[config.mk]
export PLATFORM = sky130hd
export DESIGN_NAME = uart_rx_fifo
export DESIGN_NICKNAME = d
export VERILOG_FILES = /design/src/rtl/uart_rx_fifo_pkg.sv /design/src/rtl/uart_rx_fifo_fifo.sv /design/src/rtl/uart_rx_fifo.sv
export SDC_FILE = /design/constraint.sdc
export NUM_CORES = 1
export LEC_CHECK = 0
export CAP_MARGIN = 10
export CORE_MARGIN = 4
export CORE_UTILIZATION = 35
export DETAILED_ROUTE_END_ITERATION = 8
export PLACE_DENSITY = 0.5
export SLEW_MARGIN = 0
export SYNTH_ARGS = -nofsm -noshare
export SYNTH_HDL_FRONTEND = slang
export SYNTH_HIERARCHICAL = 1
export SYNTH_SLANG_ARGS = --single-unit
[constraint.sdc]
create_clock -name clk -period 17.15 [get_ports clk]
set_clock_uncertainty 0.1 [all_clocks]
set_input_delay 2.5725 -clock clk [delete_from_list [all_inputs] [get_ports clk]]
set_output_delay 2.5725 -clock clk [all_outputs]
set_load 0.005 [all_outputs]
[src/rtl/uart_rx_fifo_pkg.sv]
// Shared definitions for the UART receive engine: FSM encodings, frame-length
// constants, FIFO word layout and the 2-of-3 majority helper.
package uart_rx_fifo_pkg;

  typedef enum logic [2:0] {
    IDLE     = 3'd0,
    START    = 3'd1,
    DATA     = 3'd2,
    PARITY   = 3'd3,
    STOP     = 3'd4,
    BRK_WAIT = 3'd5
  } rx_state_e;

  localparam int DATA7 = 7;
  localparam int DATA8 = 8;

  // FIFO word layout: {FERR, PERR, data[7:0]}
  localparam int WORD_W   = 10;
  localparam int DATA_LSB = 0;
  localparam int PERR_POS = 8;
  localparam int FERR_POS = 9;

  function automatic logic maj3(input logic [2:0] v);
    return (v[0] & v[1]) | (v[0] & v[2]) | (v[1] & v[2]);
  endfunction

endpackage

[src/rtl/uart_rx_fifo_fifo.sv]
// Generic synchronous first-word-fall-through FIFO; head word reads 0 when empty.
// drop_o flags a push refused because the FIFO was full with no pop.
module rx_fifo #(
  parameter int WIDTH = 8,
  parameter int DEPTH = 8
) (
  input  logic                     clk,
  input  logic                     reset_n,
  input  logic                     push_i,
  input  logic [WIDTH-1:0]         wdata_i,
  input  logic                     pop_i,
  output logic [WIDTH-1:0]         rdata_o,
  output logic                     empty_o,
  output logic [$clog2(DEPTH):0]   count_o,
  output logic                     drop_o
);

  localparam int AW = $clog2(DEPTH);
  localparam int CW = AW + 1;

  logic [WIDTH-1:0] mem_q [DEPTH];
  logic [AW-1:0]    wr_ptr_q, wr_ptr_d;
  logic [AW-1:0]    rd_ptr_q, rd_ptr_d;
  logic [CW-1:0]    count_q, count_d;
  logic             full;
  logic             do_push;
  logic             do_pop;

  assign empty_o = (count_q == '0);
  assign full    = (count_q == CW'(DEPTH));
  assign do_pop  = pop_i & ~empty_o;
  // A pop in the same cycle frees the slot, so a full FIFO can still accept
  assign do_push = push_i & (~full | do_pop);
  assign drop_o  = push_i & full & ~do_pop;
  assign count_o = count_q;
  assign rdata_o = empty_o ? '0 : mem_q[rd_ptr_q];

  always_comb begin
    wr_ptr_d = wr_ptr_q;
    rd_ptr_d = rd_ptr_q;
    count_d  = count_q;
    if (do_push) wr_ptr_d = wr_ptr_q + AW'(1);
    if (do_pop)  rd_ptr_d = rd_ptr_q + AW'(1);
    case ({do_push, do_pop})
      2'b10:   count_d = count_q + CW'(1);
      2'b01:   count_d = count_q - CW'(1);
      default: count_d = count_q;
    endcase
  end

  always_ff @(posedge clk or negedge reset_n) begin
    if (!reset_n) begin
      wr_ptr_q <= '0;
      rd_ptr_q <= '0;
      count_q  <= '0;
    end else begin
      wr_ptr_q <= wr_ptr_d;
      rd_ptr_q <= rd_ptr_d;
      count_q  <= count_d;
    end
  end

  always_ff @(posedge clk) begin
    if (do_push) mem_q[wr_ptr_q] <= wdata_i;
  end

endmodule

[src/rtl/uart_rx_fifo.sv]
// UART receive engine with oversampled bit timing, break handling and a receive FIFO.
// Define UART_RX_MAJORITY_EN to take every line sample as a 2-of-3 majority vote.
module uart_rx_fifo
  import uart_rx_fifo_pkg::*;
#(
  parameter int K_WIDTH     = 19,
  parameter int FIFO_DEPTH  = 8,
  parameter int SYNC_STAGES = 2
) (
  input  logic                        clk,
  input  logic                        reset_n,
  input  logic                        RX,
  input  logic                        EIGHT,
  input  logic                        PEN,
  input  logic                        OHEL,
  input  logic [K_WIDTH-1:0]          K,
  input  logic                        READS0,
  input  logic                        CLR_OVF,
  output logic [7:0]                  UART_RDATA,
  output logic                        RXRDY,
  output logic                        PERR,
  output logic                        FERR,
  output logic                        OVF,
  output logic [$clog2(FIFO_DEPTH):0] FIFO_COUNT
);

  rx_state_e          state_q, state_d;
  logic [SYNC_STAGES-1:0] sync_q;
  logic               rxs;
  logic               sample;
  logic [K_WIDTH-1:0] cnt_q, cnt_d;
  logic [K_WIDTH-1:0] tval;
  logic               btu;
  logic [2:0]         bit_q, bit_d;
  logic [2:0]         last_bit;
  logic [7:0]         data_q, data_d;
  logic               par_q, par_d;
  logic               eight_q, eight_d;
  logic               pen_q, pen_d;
  logic               ohel_q, ohel_d;
  logic               ovf_q, ovf_d;
  logic               push;
  logic [WORD_W-1:0]  push_word;
  logic [WORD_W-1:0]  head_word;
  logic               fifo_empty;
  logic               fifo_drop;

  always_ff @(posedge clk or negedge reset_n) begin
    if (!reset_n) sync_q <= '1;
    else          sync_q <= {sync_q[SYNC_STAGES-2:0], RX};
  end
  assign rxs = sync_q[SYNC_STAGES-1];

`ifdef UART_RX_MAJORITY_EN
  logic [1:0] hist_q;
  always_ff @(posedge clk or negedge reset_n) begin
    if (!reset_n) hist_q <= '1;
    else          hist_q <= {hist_q[0], rxs};
  end
  assign sample = maj3({hist_q, rxs});
`else
  assign sample = rxs;
`endif

  // START waits half a bit so every later sample lands mid-bit
  assign tval     = (state_q == START) ? (K >> 1) : K;
  assign btu      = (cnt_q == tval - K_WIDTH'(1));
  assign last_bit = eight_q ? 3'(DATA8 - 1) : 3'(DATA7 - 1);

  always_comb begin
    state_d   = state_q;
    cnt_d     = btu ? '0 : cnt_q + K_WIDTH'(1);
    bit_d     = bit_q;
    data_d    = data_q;
    par_d     = par_q;
    eight_d   = eight_q;
    pen_d     = pen_q;
    ohel_d    = ohel_q;
    push      = 1'b0;
    push_word = '0;
    case (state_q)
      IDLE: begin
        cnt_d = '0;
        if (!rxs) begin
          state_d = START;
          eight_d = EIGHT;
          pen_d   = PEN;
          ohel_d  = OHEL;
          data_d  = '0;
          bit_d   = '0;
          par_d   = 1'b0;
        end
      end
      START: begin
        if (btu) state_d = sample ? IDLE : DATA;
      end
      DATA: begin
        if (btu) begin
          data_d[bit_q] = sample;
          if (bit_q == last_bit) begin
            bit_d   = '0;
            state_d = pen_q ? PARITY : STOP;
          end else begin
            bit_d = bit_q + 3'd1;
          end
        end
      end
      PARITY: begin
        if (btu) begin
          par_d   = sample;
          state_d = STOP;
        end
      end
      STOP: begin
        if (btu) begin
          push                = 1'b1;
          push_word[FERR_POS] = ~sample;
          push_word[PERR_POS] = pen_q & (par_q != (^data_q ^ ohel_q));
          push_word[DATA_LSB +: 8] = data_q;
          state_d = sample ? IDLE : BRK_WAIT;
        end
      end
      BRK_WAIT: begin
        cnt_d = '0;
        if (rxs) state_d = IDLE;
      end
      default: begin
        state_d = IDLE;
        cnt_d   = '0;
      end
    endcase
  end

  // A fresh overflow outranks a simultaneous clear
  assign ovf_d = fifo_drop ? 1'b1 : (CLR_OVF ? 1'b0 : ovf_q);

  always_ff @(posedge clk or negedge reset_n) begin
    if (!reset_n) begin
      state_q <= IDLE;
      cnt_q   <= '0;
      bit_q   <= '0;
      data_q  <= '0;
      par_q   <= 1'b0;
      eight_q <= 1'b0;
      pen_q   <= 1'b0;
      ohel_q  <= 1'b0;
      ovf_q   <= 1'b0;
    end else begin
      state_q <= state_d;
      cnt_q   <= cnt_d;
      bit_q   <= bit_d;
      data_q  <= data_d;
      par_q   <= par_d;
      eight_q <= eight_d;
      pen_q   <= pen_d;
      ohel_q  <= ohel_d;
      ovf_q   <= ovf_d;
    end
  end

  rx_fifo #(
    .WIDTH (WORD_W),
    .DEPTH (FIFO_DEPTH)
  ) u_fifo (
    .clk     (clk),
    .reset_n (reset_n),
    .push_i  (push),
    .wdata_i (push_word),
    .pop_i   (READS0),
    .rdata_o (head_word),
    .empty_o (fifo_empty),
    .count_o (FIFO_COUNT),
    .drop_o  (fifo_drop)
  );

  assign UART_RDATA = head_word[DATA_LSB +: 8];
  assign PERR       = head_word[PERR_POS];
  assign FERR       = head_word[FERR_POS];
  assign RXRDY      = ~fifo_empty;
  assign OVF        = ovf_q;

endmodule
== Word-level counts from Yosys, hierarchy flattened ==
Memories as Yosys holds them, arrays and structs flattened.
Cells that the tools add are included.

* $add $sub $neg: 7
* Order comparisons: 2
* Equal/unequal tests: 18
* Multiplexer cells: 38
* Bitwise logic cells: 11
* Reductions and logical operators: 13

{| class="wikitable"
|+ Operators with widths
! cell !! number
|-
| $mux W19 || 3
|-
| $mux W3 || 12
|-
| $mux W10 || 3
|-
| $add A19 B1 Y19 const B || 1
|-
| $eq A19 B19 Y1 || 1
|-
| $sub A19 B1 Y19 const B || 1
|-
| $pmux W3 S6 || 1
|-
| $mux W8 || 2
|-
| $pmux W8 S2 || 1
|-
| $ne A2 B2 Y1 const B || 7
|-
| $mux W1 || 10
|-
| $add A3 B1 Y3 const B || 3
|-
| $bwmux W8 || 1
|-
| $pmux W4 S2 || 1
|-
| $reduce_bool A2 Y1 || 4
|-
| $reduce_xor A8 Y1 || 1
|-
| $reduce_and A7 Y1 || 1
|-
| $eq A3 B2 Y1 const B || 2
|-
| $eq A3 B3 Y1 const B || 2
|-
| $pmux W3 S2 || 1
|-
| $reduce_and A3 Y1 || 2
|-
| $and A1 B1 Y1 || 5
|-
| $add A4 B1 Y4 const B || 1
|-
| $eq A4 B4 Y1 const B || 1
|-
| 19 further kinds || 22
|}

* Register bits: 50
* Bits in writable memories: 80
* Bits of input ports: 27
* Output and inout port bits: 16
* Memories: 1

{| class="wikitable"
|+ Memory list
! name !! words !! bits a word !! read ports !! clocked after memory_dff !! write ports !! RTL line !! RTL
|-
| u_fifo.mem_q || 8 || 10 || 1 || 0 || 1 || uart_rx_fifo_fifo.sv:21 || <nowiki>logic [WIDTH-1:0] mem_q [DEPTH];</nowiki>
|}

== Depth between registers and ports, before layout ==
Gate-level depths: netlist of run 1.

* Word-level depth: 9
* Gate-level depth with buffers: 21

== Cells and area by module ==
Netlist of run 1, hierarchy kept.

{| class="wikitable"
|+ Modules (own cells, without submodules)
! module !! instances !! cells an instance !! area each (µm²)
|-
| rx_fifo || 1 || 202 || 3679.8
|-
| uart_rx_fifo || 1 || 432 || 3522.1
|}

== Worst setup path before layout of run 1 ==
OpenSTA, ideal clock, no wires.

* Path kind: input -> register
* From: input port K[0]
* To: memory u_fifo/mem_q[4][0] (netlist name) (enable)
* Data arrival time: 7.257 ns
* Data required time: 16.660 ns
* Path slack: 9.404 ns
* Cell stages on the path: 16
* Cell sequence: clkbuf_1 > mux2i_1 > ha_1 > nor4b_2 > nand4_1 > or4b_2 > o211ai_1 > xnor2_1 > nand4_1 > nor4_2 > and2_1 > clkbuf_1 > inv_1 > a31oi_1 > nand2_1 > nor3_1

* Word-level cells in the longest chain between the ends: 8

{| class="wikitable"
|+ Ends and longest elaborated chain
! item !! RTL line !! RTL
|-
| from (decl) || uart_rx_fifo.sv:16 || <nowiki>input logic [K_WIDTH-1:0] K,</nowiki>
|-
| $mux W19 || uart_rx_fifo.sv:66 || <nowiki>assign tval = (state_q == START) ? (K >> 1) : K;</nowiki>
|-
| $sub A19 B1 Y19 || uart_rx_fifo.sv:67 || <nowiki>assign btu = (cnt_q == tval - K_WIDTH'(1));</nowiki>
|-
| $eq A19 B19 Y1 || uart_rx_fifo.sv:67 ||
|-
| $mux W1 || uart_rx_fifo.sv:115 || <nowiki>if (btu) begin</nowiki>
|-
| $mux W1 || uart_rx_fifo.sv:81 || <nowiki>case (state_q)</nowiki>
|-
| via push || uart_rx_fifo.sv:42 || <nowiki>logic push;</nowiki>
|-
| $and A1 B1 Y1 || uart_rx_fifo_fifo.sv:33 || <nowiki>assign do_push = push_i & (~full | do_pop);</nowiki>
|-
| $mux W1 || uart_rx_fifo_fifo.sv:64 || <nowiki>if (do_push) mem_q[wr_ptr_q] <= wdata_i;</nowiki>
|-
| $mux W1 (not written as such) || uart_rx_fifo_fifo.sv:64 ||
|-
| to (decl) || uart_rx_fifo_fifo.sv:21 ||
|}

The timed path passes the listed nets, and every way through them passes these cells.

== Worst setup path in the final report of run 1 ==
* From: input port K[2]
* To: memory u_fifo/mem_q[5][9] (netlist name) (enable)

Same word-level chain as after synthesis.

==> results of run 1 <==
## metrics by stage
stage / util, % / power [W] / std cells
6_report: 41.44 / 0.001028 / 947
4_1_cts: 41.44 / 0.001040 / 947
5_1_grt: 41.44 / 0.001091 / 947
3_3_place_gp: 38.73 / 0.0007013 / 915
2_1_floorplan: - / 0.0006080 / 634
3_5_place_dp: 38.73 / 0.0007055 / 915
## kinds of logic after synthesis
logic type	count (synthesis)	share of synthesized area, %
AO/OA/AOI/OAI	93	8.722
buffers and inverters	59	3.474
AND/OR/NAND/NOR	234	17.69
adder cells (fa/ha/maj)	6	1.042
multiplexers	53	10.95
XOR/XNOR	59	7.366
flip-flops	130	50.76
## flip-flops by register name (all words and copies together), names as in the netlist, 2 cells and up
name and count:
data_q 8, state_q 3, cnt_q 19, bit_q 3, u_fifo/count_o 4, u_fifo/mem_q 80, u_fifo/wr_ptr_q 3, u_fifo/rd_ptr_q 3
sync_q 2
## per-layer routing
metal | part of all wire (%) | routed length (microns) | track usage [%] | up-vias
li1 | - | - | - | 2426
met1 | 48 | 8008 | 22.08 | 2548
met2 | 47 | 7816 | 23.98 | 122
met3 | 4.1 | 679 | 3.052 | 6
met4 | 0.37 | 61 | 3.037 | 0
met5 | 0 | 0 | 0 | -
## cell usage in the layout (no fill, tap or decap), types with 5 or more instances in the layout
| cell type | Yosys | layout |
|---|---|---|
| nand4_1 | 7 | 7 |
| mux4_2 | 20 | 20 |
| nor3b_1 | 6 | 6 |
| a22oi_1 | 9 | 9 |
| a211oi_1 | 6 | 6 |
| nand2_1 | 30 | 30 |
| mux2_2 | 6 | 6 |
| ha_1 | 6 | 6 |
| or3_1 | 5 | 5 |
| clkbuf_16 | 0 | 17 |
| a21oi_1 | 13 | 13 |
| inv_6 | 0 | 5 |
| xnor2_1 | 36 | 36 |
| xor2_1 | 22 | 22 |
| clkdlybuf4s50_1 | 0 | 41 |
| and3_1 | 24 | 24 |
| inv_1 | 22 | 22 |
| buf_4 | 0 | 5 |
| a31oi_1 | 6 | 6 |
| o21ai_0 | 24 | 24 |
| mux2i_1 | 27 | 27 |
| dfrtp_1 | 48 | 48 |
| nand3_1 | 17 | 17 |
| nor4_1 | 7 | 7 |
| nor2_1 | 69 | 69 |
| nand2b_1 | 9 | 9 |
| nor2b_1 | 6 | 6 |
| edfxtp_1 | 80 | 80 |
| nor3_1 | 24 | 24 |
## power by group
part | switching (W) | internal [W]
logic | 0.000143 | 0.000158
clock network | 0.000142 | 0.000189
registers | 0.0000492 | 0.000348
total | 0.000334 | 0.000694
## final timing paths
kind | slack [ps] | cells past startpoint | end | from
min in group asynchronous | 2190 | 2 | data_q[0]$_DFFE_PN0P_ | reset_n
max reg2reg | 9650 | 15 | u_fifo/mem_q[5][9]$_DFFE_PP_ | state_q[2]$_DFFE_PN0P_
min | 260 | 0 | sync_q[1]$_DFF_PN1_ | sync_q[0]$_DFF_PN1_
max | 8170 | 15 | u_fifo/mem_q[5][9]$_DFFE_PP_ | K[2]
max in group asynchronous | 14330 | 2 | u_fifo/wr_ptr_q[1]$_DFFE_PN0P_ | reset_n
min reg2reg | 260 | 0 | sync_q[1]$_DFF_PN1_ | sync_q[0]$_DFF_PN1_
## layout make-up
cell class	instances	area, sq um	share of cell area (%)
Sequential cell	130	3656	43.61
Multi-Input combinational cell	445	3302	39.38
Timing Repair Buffer	47	452.9	5.402
Clock buffer	17	425.4	5.074
Tap cell	270	337.8	4.029
Clock inverter	15	122.6	1.462
Inverter	23	87.58	1.045
==> results.txt, run 1 <==
At the pin with the least slew margin, the transition time is 1153 ps. Routability-driven placement finished with a final weighted congestion of 0.8116. Setup repair after global routing left no endpoint under its margin.

Clock-pin slew was measured on the worst setup and hold paths at 60 ps. The kind of capture point of the worst setup path is a flip-flop. The tools report the total number of yosys warnings as 6. The most numerous cell type found on the critical path is nand4_1. Register area share after synthesis: 50.76%. The synthesized design contains 80 enable-type register cells. The largest driver fanout on the critical path was 15. Across the run, the number of max-cap violations was 0. The critical path goes through clkdlybuf4s50_1, mux2i_1, ha_1, nor4b_2, nand4_1, or4b_2, o211ai_1, xnor2_1, nand4_1, nor4_2, and2_1, inv_1, a31oi_1, nand2_1, nor2_1.

In this design, the largest share of critical-path delay is due to simple AND/OR/NAND/NOR gates. Data arrival time of the critical path: 8910 ps. The async set or reset register ratio after synthesis came out at 38.46%. TritonCTS created 17 clock buffers. Of the cells placed in the final design, the portion with a size suffix greater than 1 is 11.96%.

The number of nets in the synthesized netlist is 667. The number of vias per cell after detailed routing was 5.388. In the global route stage, overall resource usage came out at 15.27%. TritonCTS built the clock tree.

Once the floorplan was initialized, standard cells occupied 35.59% of the core. The total negative setup slack is 0 ps. The run gives 0 as the initial antenna violation count. The count of routing violations after the opening detailed-route iteration is 406. The part of the cycle the worst path needs is 52.38%, and the instance count of the mapped netlist is 634. For the number of design rule violations left after detail routing, the log shows 0. For the row count, the log shows 52. Once the clock tree was built, the resizer swapped 0 gates to a different size. In this run the deepest clock path goes through 2 buffers.

For the clock sink total, the log shows 130. The number of different library cells in the post-synthesis netlist is 69, and the vertical die dimension is 151.4 microns. The number of global-route vias before repair was 5066. The largest individual stage delay along the critical path comes from the cell nor4_2. Setup slack closes at 8166 ps. At the end of the flow, the number of nets in the layout was 697.

For this run, the detailed router's first-pass iteration total came to 5. The aggregate global routing overflow was 0. The most common cell in the synthesized netlist is edfxtp_1. In this run the power density over the cells is 122.6 nW/um^2. Compared with the post-synthesis result, the final layout area differs by 16.42%.

Yosys attributes the largest share of cell area to edfxtp_1 33%, dfrtp_1 17%, mux4_2 6.3%. After clock tree synthesis, the flow added hold-fix buffers numbering 0. A synthesized cell averages 11.36 sq um.

The register bit total from synthesis is 130, and the number of antenna diodes is 0. For this design the static power due to leakage is 2.993 nW. Once detail routing completed, the nets flagged for antenna violations numbered 0. Summed over its instances, the top area cell type makes up 33.36% of the synthesized netlist area.

For the remaining max-slew budget at the tightest pin, the log shows 22.48%. Counting both buffers and inverters, the worst setup path holds a total of 2. The detail-routed net length per standard cell was 17.49 microns. The total core area came out at 20230 sq um. Detailed placement finished with a half-perimeter wire length of 11.78 mm.

At the worst endpoint, the required time is 17070 ps. The worst setup path category is input port to flip-flop. The most used flip-flop cell after synthesis is edfxtp_1. Port buffering added 42 buffers. From left edge to right edge, the die measures 151.4 microns. Before CTS, the worst setup slack after placement is 7869 ps.

The layout filler cell count was 1919; the number of top-level pins was 43. The max-slew violation count is 0. STA classifies the critical path startpoint as an input port. The commonest cells after synthesis are 80 x edfxtp_1, 69 x nor2_1, 48 x dfrtp_1, 36 x xnor2_1, 30 x nand2_1. Entering global routing, the biggest net connects 51 pins. For the fmax, the log shows 111.3 MHz.

The number of failing hold endpoints at the final stage was 0; the wire length reported by the detailed router was 16.57 mm. The cell area after synthesis came out at 7202 sq um. The full die area is 22940 sq um, and the first-pass GRT wire length is 27.54 mm. Summed over all instances, the cell type with the most area after synthesis is edfxtp_1. The min-delay analysis places its worst path in the category flip-flop to flip-flop. For the worst IR drop on VDD, the log shows 0.00006870 V. Summing all placed instances gives a cell area of 7836 sq um. The cell sitting at the root of the clock tree is a clkbuf_16. For this block, the via count after detailed routing is 5102. The peak per-stage delay on the critical path works out to 1040 ps. The worst path needs 8984 ps of the cycle, external delays included. Hold timing on the final database bottoms out at a slack of 259.6 ps.

The flow ran to the end, and the final reports show no timing, DRC or antenna violations. The clock reaches the later pin of the worst-skew pair after 400 ps. The final cell area excluding filler cells was 8384 sq um; the number of H-tree levels was 4. After clock tree synthesis, the setup repair step added 0 buffers. Setup violations remaining at the end of the flow were counted as 0.
No activity file was read; power rests on OpenSTA's default activity.
==> inputs of run 2 (changes only) <==
--- a/config.mk
+++ b/config.mk
@@ -9,7 +9,7 @@
 export CORE_MARGIN = 4
 export CORE_UTILIZATION = 35
 export DETAILED_ROUTE_END_ITERATION = 8
-export PLACE_DENSITY = 0.5
+export PLACE_DENSITY = 0.52
 export SLEW_MARGIN = 0
 export SYNTH_ARGS = -nofsm -noshare
 export SYNTH_HDL_FRONTEND = slang
==> constraint.sdc (replaced) <==
create_clock -name clk -period 7.5 [get_ports clk]
set_clock_uncertainty 0.1 [all_clocks]
set_input_delay 1.125 -clock clk [delete_from_list [all_inputs] [get_ports clk]]
set_output_delay 1.125 -clock clk [all_outputs]
set_load 0.005 [all_outputs]
==> run 2 against run 1 <==
Net effect:
- clock power increased by 130%
- sequential power increased by 130%
- count of clock-buffer cells in the layout up 3
- register-to-register slack worse by 8500 ps
- via count is 1.0% lower
- worst setup slack worse by 7300 ps
- die area unchanged
- critical path depth up 4
- flip-flop and latch count did not move
- final area increased by 0.87%
- critical endpoint is now u_fifo/count_o[2]$_DFFE_PN0P_
==> results.txt, run 2 (same netlist as run 1, synthesis figures left out) <==
The flip-flop count of the largest register after layout was 80 (unchanged). The first-pass GRT wire length was 27.32 mm (was 27.54 mm). The starting density of the core came out at 35.59% (unchanged).

Worst IR drop on VDD: 0.0001927 V (was 0.00006870 V). The logs give 0 ps (unchanged) for the total negative setup slack and 0.8214 (was 0.8116) for the placer's final routability congestion estimate. Vertical die dimension: 151.4 microns (unchanged). The run gives 51 (unchanged) as the pin count of the biggest net entering global routing. Actual slew at the worst max-slew pin: 998.3 ps (was 1153 ps). The flow ran to the end, and the final reports show no timing, DRC or antenna violations. Setup repair after global routing left no endpoint under its margin. The run gives 20230 sq um (unchanged) as the total core area.

The tools report the number of design rule violations left after detail routing as 0 (unchanged). The peak per-stage delay on the critical path was 710 ps (was 1040 ps); the total of max-cap violations was 0 (unchanged). Total of buffers placed on input and output ports: 42 (unchanged). The number of top-level pins is 43 (unchanged), and the detail-routed net length per standard cell is 17.26 microns (was 17.49 microns). Number of global-route vias before repair: 5119 (was 5066). The master of the slowest instance on the critical path is or4b_2 (was nor4_2).

HPWL after detailed placement: 11.63 mm (was 11.78 mm). The floorplan die width was 151.4 microns (unchanged). Count of cells resized by post-cts repair: 0 (unchanged). The run gives 925 (was 915) as the cell total after placement. The first-pass detailed-route iteration total is 4 (was 5), and the global router's overall resource usage is 15.18% (was 15.27%). The count of non-filler cells in the finished layout is 957 (was 947). For the aggregate global routing overflow, the log shows 0 (unchanged). Nature of the critical path startpoint: an input port (unchanged).

The layout filler cell count is 1896 (was 1919). The count of hold buffers inserted by post-cts repair is 0 (unchanged). The worst hold slack is 262.7 ps (was 259.6 ps), and the max-slew violation count is 0 (unchanged). The run gives 5049 (was 5102) as the detailed-route via count.

The total number of nets in the final design came out at 707 (was 697). The insertion delay to the later sink of the worst-skew pair was 400 ps (about the same). Largest regs: u_fifo/mem_q x80, cnt_q x19, data_q x8 (unchanged). The kind of capture point of the worst setup path was a flip-flop (unchanged).

For the row count, the log shows 52 (unchanged). The fraction of final layout cells sized beyond drive strength 1 works out to 12.95% (was 11.96%). The initial antenna violation count is 0 (unchanged), and the CTS clock-pin slew for the worst setup and hold paths is 60 ps (about the same).

For the number of failing hold endpoints at the final stage, the log shows 0 (unchanged). The logs give 0 (unchanged) for the number of buffers added for setup after CTS and 0 (unchanged) for the remaining number of nets flagged by the antenna check after routing. Leading cell types in the layout, fill and taps excluded: 80 x edfxtp_1, 69 x nor2_1, 48 x dfrtp_1 (unchanged). The run gives 150.3 MHz as the fmax. The total power density per cell area is 285.7 nW/um^2 (was 122.6 nW/um^2), and the largest driver fanout on the critical path is 15 (unchanged). The number of H-tree levels came out at 4 (unchanged). The worst hold path class was flip-flop to flip-flop (unchanged). The post-synthesis to final-layout area growth was 17.43% (was 16.42%); the post-place instance area was 7911 sq um (was 7836 sq um).

Clock sink total: 130 (unchanged). Register ranked first by flip-flop count: u_fifo/mem_q (unchanged). The shortest period the worst path allows came out at 6652 ps. For the data arrival time of the critical path, the log shows 6830 ps (was 8910 ps). CP cell instances: clkdlybuf4s50_1, mux2i_1, ha_1, nor4b_2, nand4_1, or4b_2, o211ai_1, xnor2_1, nand4_1, nor4_2, buf_4, and2_1, nand2b_1, nor2_2, mux2_2, ha_1, or3_1, a21oi_1, o22ai_1 (was clkdlybuf4s50_1, mux2i_1, ha_1, nor4b_2, nand4_1, or4b_2, o211ai_1, xnor2_1, nand4_1, nor4_2, and2_1, inv_1, a31oi_1, nand2_1, nor2_1).

The logs give 16.52 mm (was 16.57 mm) for the wire length reported by the detailed router and 7680 ps (was 17070 ps) for the data required time at the worst endpoint. The count of endpoints failing setup in the final report was 0 (unchanged); the leakage dissipation was 3.118 nW (was 2.993 nW). The tools report the final cell area excluding filler cells as 8457 sq um (was 8384 sq um).

Worst setup path category: input port to flip-flop (unchanged). Number of vias per cell after detailed routing: 5.276 (was 5.388). TritonCTS built the clock tree. The logs give 33.45% (was 22.48%) for the remaining max-slew budget at the tightest pin and 0 (unchanged) for the number of antenna diodes. The run gives 2 (unchanged) as the maximum clock path buffer count. The part of the cycle the worst path needs was 88.70%. The number of buffers inserted during clock tree synthesis came out at 17 (unchanged). The root buffer cell was clkbuf_16 (unchanged). The count of routing violations after the opening detailed-route iteration was 303 (was 406). The commonest non-fill, non-tap cell in the layout was edfxtp_1 (unchanged). The share of the core filled with cells in the final layout was 41.79% (was 41.44%).

The run gives 22940 sq um (unchanged) as the full die area.
==> run 2: worst max-delay path, delay by kind of cell <==
kind / cells / cell delay [ps]
AO/OA/AOI/OAI: 3 / 400
XOR/XNOR: 1 / 140
adder cells (fa/ha/maj): 2 / 590
buffers and inverters: 2 / 820
multiplexers: 2 / 580
AND/OR/NAND/NOR: 9 / 3150
==> run 2: per-stage QoR <==
stage,setup WS [ps],total power (W)
5_1_grt,482.5,0.002561
4_1_cts,882.2,0.002447
6_report,847.7,0.002416
3_3_place_gp,725.8,0.001665
3_5_place_dp,474.0,0.001679
2_1_floorplan,1201,0.001422
==> run 2: final cells by class <==
class	count	area, sq um	share of cell area, %
Multi-Input combinational cell	445	3302	39.04
Tap cell	270	337.8	3.995
Timing Repair Buffer	57	528.0	6.244
Sequential cell	130	3656	43.23
Inverter	23	87.58	1.036
Clock inverter	12	108.9	1.287
Clock buffer	20	436.7	5.163
==> run 2: power by group <==
| part | internal [W] | switching (W) |
|---|---|---|
| Sequential | 0.000795 | 0.000113 |
| Combinational | 0.000398 | 0.000349 |
| Clock | 0.000456 | 0.000304 |
==> run 2: routing by layer <==
layer	wire [microns]	up-vias	GRT usage, %	share of wire (%)
li1	-	2451	-	-
met1	8131	2483	21.90	49
met2	7667	101	23.49	46
met3	553	14	2.992	3.3
met4	169	0	3.853	1.0
met5	0	-	0	0
==> run 2: path summary, 6_finish.rpt <==
| check | slack (ps) | start | cells past startpoint | to |
|---|---|---|---|---|
| max in group asynchronous | 6110 | reset_n | 2 | cnt_q[6]$_DFF_PN0_ |
| setup / recovery | 850 | K[0] | 19 | u_fifo/count_o[2]$_DFFE_PN0P_ |
| hold reg to reg | 260 | sync_q[0]$_DFF_PN1_ | 0 | sync_q[1]$_DFF_PN1_ |
| setup reg to reg | 1120 | state_q[2]$_DFFE_PN0P_ | 19 | u_fifo/count_o[2]$_DFFE_PN0P_ |
| min in group asynchronous | 730 | reset_n | 2 | data_q[3]$_DFFE_PN0P_ |
| hold / removal | 260 | sync_q[0]$_DFF_PN1_ | 0 | sync_q[1]$_DFF_PN1_ |
==> inputs of run 3 (changes only) <==
--- a/config.mk
+++ b/config.mk
@@ -10,6 +10,7 @@
 export CORE_UTILIZATION = 35
 export DETAILED_ROUTE_END_ITERATION = 8
 export PLACE_DENSITY = 0.52
+export SETUP_SLACK_MARGIN = 0.1
 export SLEW_MARGIN = 0
 export SYNTH_ARGS = -nofsm -noshare
 export SYNTH_HDL_FRONTEND = slang
==> results of run 3 <==
Same layout as run 2: the final DEF is identical, and so are final timing and power.
